===== src/rtl/uart_pkg.sv =====
// Shared types and constants for the UART receive peripheral: FSM states,
// register addresses and CON bit positions.
package uart_pkg;

  typedef enum logic [2:0] {
    IDLE,
    START,
    DATA,
    PARITY,
    STOP
  } rx_state_t;

  localparam logic [31:0] ADDR_UART_RXD = 32'h4000_001C;
  localparam logic [31:0] ADDR_UART_CON = 32'h4000_0020;

  localparam int CON_VALID  = 0;
  localparam int CON_OVR    = 1;
  localparam int CON_FERR   = 2;
  localparam int CON_IRQEN  = 3;
  localparam int CON_FULL   = 4;
  localparam int CON_PERR   = 5;

  localparam int OVERSAMPLE = 16;

  // Even parity: the parity bit that makes the total count of ones even.
  function automatic logic even_parity(input logic [7:0] d);
    return ^d;
  endfunction

endpackage


===== src/rtl/uart_rx_periph_if.sv =====
// Memory-mapped peripheral bus between the CPU MEM stage (master) and the
// UART receive peripheral (slave), including the level interrupt line.
interface uart_rx_periph_if;
  logic        rd;
  logic        wr;
  logic [31:0] addr;
  logic [31:0] wdata;
  logic [31:0] rdata;
  logic        irqout;

  modport master (output rd, wr, addr, wdata, input rdata, irqout);
  modport slave  (input rd, wr, addr, wdata, output rdata, irqout);
endinterface


===== src/rtl/uart_rx_fifo.sv =====
// Synchronous receive FIFO; pointers carry one extra wrap bit to tell full from empty.
module uart_rx_fifo #(
  parameter int DEPTH = 4,
  parameter int WIDTH = 8
) (
  input  logic             clk,
  input  logic             reset,
  input  logic             push,
  input  logic             pop,
  input  logic [WIDTH-1:0] wdata,
  output logic [WIDTH-1:0] rdata,
  output logic             empty,
  output logic             full
);
  localparam int AW = $clog2(DEPTH);

  logic [WIDTH-1:0] mem [DEPTH];
  logic [AW:0]      wptr, rptr;
  logic             do_push, do_pop;

  assign empty   = (wptr == rptr);
  assign full    = (wptr[AW] != rptr[AW]) && (wptr[AW-1:0] == rptr[AW-1:0]);
  assign do_pop  = pop & ~empty;
  // A pop in the same cycle frees the head slot, so a push into a full FIFO still lands.
  assign do_push = push & (~full | do_pop);
  assign rdata   = mem[rptr[AW-1:0]];

  always_ff @(posedge clk or negedge reset) begin
    if (!reset) begin
      wptr <= '0;
      rptr <= '0;
    end else begin
      if (do_push) wptr <= wptr + (AW+1)'(1);
      if (do_pop)  rptr <= rptr + (AW+1)'(1);
    end
  end

  always_ff @(posedge clk) begin
    if (do_push) mem[wptr[AW-1:0]] <= wdata;
  end

endmodule


===== src/rtl/uart_rx_periph.sv =====
// UART receive peripheral: 16x oversampled 8N1 deframer, receive FIFO and RXD/CON
// registers. Define UART_RX_PARITY_EN to receive 8E1 frames with parity checking.
module uart_rx_periph
  import uart_pkg::*;
#(
  parameter int CLK_HZ     = 25_000_000,
  parameter int BAUD       = 9600,
  parameter int FIFO_DEPTH = 4
) (
  input  logic            clk,
  input  logic            reset,
  input  logic            UART_RX,
  uart_rx_periph_if.slave bus
);
  localparam int DIV   = CLK_HZ / (BAUD * OVERSAMPLE);
  localparam int DIV_W = (DIV > 1) ? $clog2(DIV) : 1;
  localparam logic [DIV_W-1:0] DIV_LAST = DIV_W'(DIV - 1);

  logic             rx_p0, rx_p1, rx_p2;
  logic             fall, tick, samp;
  logic [DIV_W-1:0] div_cnt;
  rx_state_t        state;
  logic [3:0]       tick_cnt;
  logic [2:0]       bit_idx;
  logic [7:0]       shift_p1;
  logic             vld_p1, ferr_p1;
  logic             fifo_empty, fifo_full, fifo_pop;
  logic [7:0]       fifo_head;
  logic             con_wr, rd_rxd, ovr_set;
  logic             irq_en, ferr, ovr, perr, irq_q;
  logic [31:0]      rdata_c;
  logic             unused_wdata;

  // Stage p0/p1: two-flop synchroniser; p2 holds the previous synced value for edge detect.
  always_ff @(posedge clk or negedge reset) begin
    if (!reset) begin
      rx_p0 <= 1'b1;
      rx_p1 <= 1'b1;
      rx_p2 <= 1'b1;
    end else begin
      rx_p0 <= UART_RX;
      rx_p1 <= rx_p0;
      rx_p2 <= rx_p1;
    end
  end

  assign fall = rx_p2 & ~rx_p1;
  assign tick = (div_cnt == DIV_LAST);
  assign samp = tick && (tick_cnt == ((state == START) ? 4'd7 : 4'd15));

  always_ff @(posedge clk or negedge reset) begin
    if (!reset)                        div_cnt <= '0;
    else if (state == IDLE && fall)    div_cnt <= '0;
    else if (tick)                     div_cnt <= '0;
    else                               div_cnt <= div_cnt + DIV_W'(1);
  end

`ifdef UART_RX_PARITY_EN
  logic par_bad, perr_p1;
`endif

  always_ff @(posedge clk or negedge reset) begin
    if (!reset) begin
      state    <= IDLE;
      tick_cnt <= '0;
      bit_idx  <= '0;
      vld_p1   <= 1'b0;
      ferr_p1  <= 1'b0;
`ifdef UART_RX_PARITY_EN
      par_bad  <= 1'b0;
      perr_p1  <= 1'b0;
`endif
    end else begin
      vld_p1  <= 1'b0;
      ferr_p1 <= 1'b0;
`ifdef UART_RX_PARITY_EN
      perr_p1 <= 1'b0;
`endif
      if (tick && state != IDLE) tick_cnt <= samp ? 4'd0 : tick_cnt + 4'd1;
      case (state)
        IDLE: if (fall) begin
          state    <= START;
          tick_cnt <= '0;
          bit_idx  <= '0;
`ifdef UART_RX_PARITY_EN
          par_bad  <= 1'b0;
`endif
        end
        START: if (samp) state <= rx_p1 ? IDLE : DATA;
        DATA: if (samp) begin
          bit_idx <= bit_idx + 3'd1;
`ifdef UART_RX_PARITY_EN
          if (bit_idx == 3'd7) state <= PARITY;
`else
          if (bit_idx == 3'd7) state <= STOP;
`endif
        end
`ifdef UART_RX_PARITY_EN
        PARITY: if (samp) begin
          state <= STOP;
          if (rx_p1 != even_parity(shift_p1)) begin
            par_bad <= 1'b1;
            perr_p1 <= 1'b1;
          end
        end
        STOP: if (samp) begin
          state <= IDLE;
          if (!rx_p1)        ferr_p1 <= 1'b1;
          else if (!par_bad) vld_p1  <= 1'b1;
        end
`else
        STOP: if (samp) begin
          state <= IDLE;
          if (!rx_p1) ferr_p1 <= 1'b1;
          else        vld_p1  <= 1'b1;
        end
`endif
        default: state <= IDLE;
      endcase
    end
  end

  always_ff @(posedge clk) begin
    if (state == DATA && samp) shift_p1 <= {rx_p1, shift_p1[7:1]};
  end

  // Stage p1 -> FIFO: the assembled byte is pushed the cycle after the stop sample.
  uart_rx_fifo #(.DEPTH(FIFO_DEPTH), .WIDTH(8)) u_fifo (
    .clk   (clk),
    .reset (reset),
    .push  (vld_p1),
    .pop   (fifo_pop),
    .wdata (shift_p1),
    .rdata (fifo_head),
    .empty (fifo_empty),
    .full  (fifo_full)
  );

  assign con_wr   = bus.wr && (bus.addr == ADDR_UART_CON);
  assign rd_rxd   = bus.rd && (bus.addr == ADDR_UART_RXD);
  assign fifo_pop = rd_rxd & ~fifo_empty;
  assign ovr_set  = vld_p1 & fifo_full & ~fifo_pop;

  // Sticky flags: a set in the same cycle as a write-1-to-clear wins.
  always_ff @(posedge clk or negedge reset) begin
    if (!reset) begin
      irq_en <= 1'b0;
      ferr   <= 1'b0;
      ovr    <= 1'b0;
      irq_q  <= 1'b0;
    end else begin
      if (con_wr) irq_en <= bus.wdata[CON_IRQEN];
      ferr  <= ferr_p1 | (ferr & ~(con_wr & bus.wdata[CON_FERR]));
      ovr   <= ovr_set | (ovr & ~(con_wr & bus.wdata[CON_OVR]));
      irq_q <= irq_en & ~fifo_empty;
    end
  end

`ifdef UART_RX_PARITY_EN
  always_ff @(posedge clk or negedge reset) begin
    if (!reset) perr <= 1'b0;
    else        perr <= perr_p1 | (perr & ~(con_wr & bus.wdata[CON_PERR]));
  end
`else
  assign perr = 1'b0;
`endif

  always_comb begin
    rdata_c = '0;
    if (bus.rd) begin
      if (bus.addr == ADDR_UART_RXD)
        rdata_c = {24'b0, fifo_empty ? 8'h00 : fifo_head};
      else if (bus.addr == ADDR_UART_CON)
        rdata_c = {26'b0, perr, fifo_full, irq_en, ferr, ovr, ~fifo_empty};
    end
  end

  assign bus.rdata    = rdata_c;
  assign bus.irqout   = irq_q;
  assign unused_wdata = ^bus.wdata;

endmodule

===== src/flat_wrapper.sv =====
// flat-port wrapper written by rule: the top's interface ports become plain ports
module uart_rx_periph_flat import uart_pkg::*;
#(
  parameter int CLK_HZ     = 25_000_000,
  parameter int BAUD       = 9600,
  parameter int FIFO_DEPTH = 4
)
  (clk, reset, UART_RX, bus_rd, bus_wr, bus_addr, bus_wdata, bus_rdata, bus_irqout);
  uart_rx_periph_if bus_i ();
  input  logic clk;
  input  logic reset;
  input  logic UART_RX;
  input wire logic [$bits(bus_i.rd)-1:0] bus_rd;
  input wire logic [$bits(bus_i.wr)-1:0] bus_wr;
  input wire logic [$bits(bus_i.addr)-1:0] bus_addr;
  input wire logic [$bits(bus_i.wdata)-1:0] bus_wdata;
  output wire logic [$bits(bus_i.rdata)-1:0] bus_rdata;
  output wire logic [$bits(bus_i.irqout)-1:0] bus_irqout;
  assign bus_i.rd = bus_rd;
  assign bus_i.wr = bus_wr;
  assign bus_i.addr = bus_addr;
  assign bus_i.wdata = bus_wdata;
  assign bus_rdata = bus_i.rdata;
  assign bus_irqout = bus_i.irqout;
  uart_rx_periph #(.CLK_HZ(CLK_HZ), .BAUD(BAUD), .FIFO_DEPTH(FIFO_DEPTH)) u_core (.clk(clk), .reset(reset), .UART_RX(UART_RX), .bus(bus_i));
endmodule

===== config.mk =====
export PLATFORM = sky130hd
export DESIGN_NAME = uart_rx_periph_flat
export DESIGN_NICKNAME = d
export VERILOG_FILES = /design/src/rtl/uart_pkg.sv /design/src/rtl/uart_rx_periph_if.sv /design/src/rtl/uart_rx_fifo.sv /design/src/rtl/uart_rx_periph.sv /design/src/flat_wrapper.sv
export SDC_FILE = /design/constraint.sdc
export NUM_CORES = 1
export LEC_CHECK = 0
export CAP_MARGIN = 10
export CORE_MARGIN = 8
export CORE_UTILIZATION = 25
export DETAILED_ROUTE_END_ITERATION = 7
export DONT_BUFFER_PORTS = 1
export PLACE_DENSITY = 0.48
export SLEW_MARGIN = 10
export SYNTH_ARGS = -nofsm -noshare
export SYNTH_HDL_FRONTEND = slang
export SYNTH_SLANG_ARGS = --single-unit

===== constraint.sdc =====
create_clock -name clk -period 6.2 [get_ports clk]
set_input_delay 0.93 -clock clk [delete_from_list [all_inputs] [get_ports clk]]
set_output_delay 0.93 -clock clk [all_outputs]
set_load 0.05 [all_outputs]

==> results.yml <==
outcome:
  run_status: "finished, final reports clean"
cts:
  cts_buffers: 9
  ctsResizeCount: 0
  cts_setup_buffers: 0
  cts.sinks: 73
  cts_tree: "built"
  insertion_delay_ns: 0.33
  cts_max_path_buffers: 2
  ctsRootBufferMaster: "clkbuf_16"
  clk_pin_slew_ns: 0.05
  holdBufCountCts: 0
  htreeDepth: 3
sta:
  fmax_mhz: 273
  final-hold-violation-count: 0
  whs_ns: 0.295
  max_slew_margin: 0.389
  fin_crit_sh: 0.590
  setup_viol: 0
  min_period_ns: 3.66
  tns_ns: 0
  final.setup_skew_ns: 0.00833
  rsz0062_at_grt: "no"
  finalMaxSlewViolations: 0
  tightest_slew_ns: 0.912
pwr:
  leakage_nw: 1.50
  power_per_cell_area_mw_per_mm2: 285
  power.total_mw: 1.12
  ir_worst_vdd_v: 0.000183
route:
  finalWirelength_um: 6700
  wl_per_cell_um: 15.1
  via_per_inst: 4.31
  drtIter0Drc: 117
  route.detailed.drc: 0
  dr.pass1.iters: 4
  vias: 1915
  drtAntennaViolNets: 0
die:
  ioPinCount: 102
  fp.dieW_um: 135
  die_area_mm2: 0.0182
  start_util: 0.255
  fp.coreArea_mm2: 0.0139
  row_count: 43
  die_y_um: 135
finish:
  regArea_mm2: 0.00203
  nets: 338
  multi_input_area_mm2: 0.00137
  drive_above_1_share: 0.189
  nFillCells: 1420
  diodes: 0
  final_common_cell: "edfxtp_1"
  area_growth_pct: 11.0
  fin_util: 0.283
  layout_common_cells: "edfxtp_1 (40), dfrtp_1 (30), conb_1 (24)"
global_routing:
  grt_antenna_before_repair: 0
  grt_pass1_vias: 2023
  grt_max_degree: 34
  grt_pass1_wl_um: 10800
  grt-ovfl-total: 0
  grtUsageTotal: 0.0774
synthesis:
  synth_ff_type: "edfxtp_1"
  ys_types: 58
  ys_async_sr_fraction: 0.452
  seq_area_frac_synth: 0.573
  yosys_register_bits: 73
  synthCells: 252
  ys.warnings.count: 0
  syn-cell-area_mm2: 0.00354
  synth_edf_count: 40
  postSynthAreaPerCell_um2: 14.1
worst_setup_path:
  crit_required_ns: 5.27
  crit_type: "primary input to output pin"
  crit_path_end_kind: "output pin"
  cp-start-kind: "primary input"
  crit_arrival_ns: 2.73
  critical_path.cell_chain: "nor4_2 -> nand4_2 -> nor3_1 -> o21a_1 -> nor3b_2"
  slowest_delay_ns: 0.77
  cp_slowest_cell: "nor3b_2"
  cp_max_fo: 6
placement:
  dp_hpwl_um: 4850
  gp_congestion: 0.715
  port_buffers: 0
worst_hold_path:
  min_path_type: "primary input to async pin"
job:
  maxCapViolations: 0
## synthesized netlist by cell type, types with 2 or more instances
cell / count / share of area
edfxtp_1: 40 / 0.34
nor4b_1: 2 / 0.0049
a21oi_1: 2 / 0.0028
nand3_1: 3 / 0.0042
nand3b_1: 3 / 0.0064
or4_1: 2 / 0.0042
mux2i_1: 4 / 0.011
xor2_2: 3 / 0.014
buf_4: 25 / 0.053
dfstp_2: 3 / 0.022
xor2_1: 2 / 0.0049
inv_1: 8 / 0.0085
nor4_2: 6 / 0.021
nor3b_1: 3 / 0.0064
and3_1: 3 / 0.0053
xnor2_1: 10 / 0.025
ha_1: 10 / 0.035
nor2b_1: 5 / 0.0088
nor3_1: 3 / 0.0042
mux4_2: 8 / 0.051
nand2_1: 18 / 0.019
and2_1: 7 / 0.012
o221a_2: 3 / 0.0095
dfrtp_1: 30 / 0.21
nor2_1: 16 / 0.017
## sequential cells by signal, indices dropped and copies added, names as in the netlist, 3 cells and up
name,count
u_core.tick_cnt,4
u_core.u_fifo.mem,32
u_core.u_fifo.rptr,3
u_core.state,3
u_core.div_cnt,8
u_core.u_fifo.wptr,3
u_core.bit_idx,3
u_core.shift_p1,8
## cell families after synthesis
family                     synth area share
adders and majority gates            0.0353
muxes                                0.0696
AOI/OAI and AO/OA                    0.0466
buffers and inverters                0.0661
DFF                                   0.573
xor gates and xnor gates             0.0434
and+or+nand+nor                       0.165
other                               0.00106
## path summary, 6_finish.rpt
kind,start,to,slack (ns),cells after the start
max,bus_addr[18],bus_rdata[0],2.54,5
min,reset,u_core.div_cnt[1]$_DFF_PN0_,0.30,0
max reg2reg,u_core.u_fifo.rptr[0]$_DFFE_PN0P_,u_core.u_fifo.mem[2][5]$_DFFE_PP_,3.53,5
min reg2reg,u_core.rx_p0$_DFF_PN1_,u_core.rx_p1$_DFF_PN1_,0.36,0
max in group asynchronous,reset,u_core.rx_p2$_DFF_PN1_,5.72,0
min in group clk,u_core.rx_p0$_DFF_PN1_,u_core.rx_p1$_DFF_PN1_,0.36,0
## layout make-up
cell class	count	share of cell area
Sequential cell	73	0.516
Clock inverter	3	0.00445
Inverter	8	0.00764
Clock buffer	13	0.0662
Multi-Input combinational cell	167	0.348
Tap cell	180	0.0573
## critical path, delay by kind of cell
| family | cells | cell delay, ns |
|---|---|---|
| AND/OR/NAND/NOR | 4 | 1.58 |
| AO/OA/AOI/OAI | 1 | 0.22 |
## power by group
group	internal [mW]	leakage [nW]	switching (mW)
clock	0.291	0.136	0.185
combinational	0.0313	0.578	0.0593
sequential	0.532	0.791	0.0225
total	0.855	1.50	0.267
## per-stage QoR
step                setup WS, ns  area (um^2)  std cells
finish                      2.54         3930        444
CTS                         2.46         3930        444
global placement            2.50         3650        428
global route                2.38         3930        444
floorplan                   2.28         3630        275
detailed placement          2.47         3650        428
## routing by layer
layer / global-route usage / wire, um
met4: 0.0278 / 85
met3: 0.0397 / 840
met2: 0.116 / 2910
met5: 0 / 0
met1: 0.0933 / 2860
No activity file was read; power rests on OpenSTA's default activity.
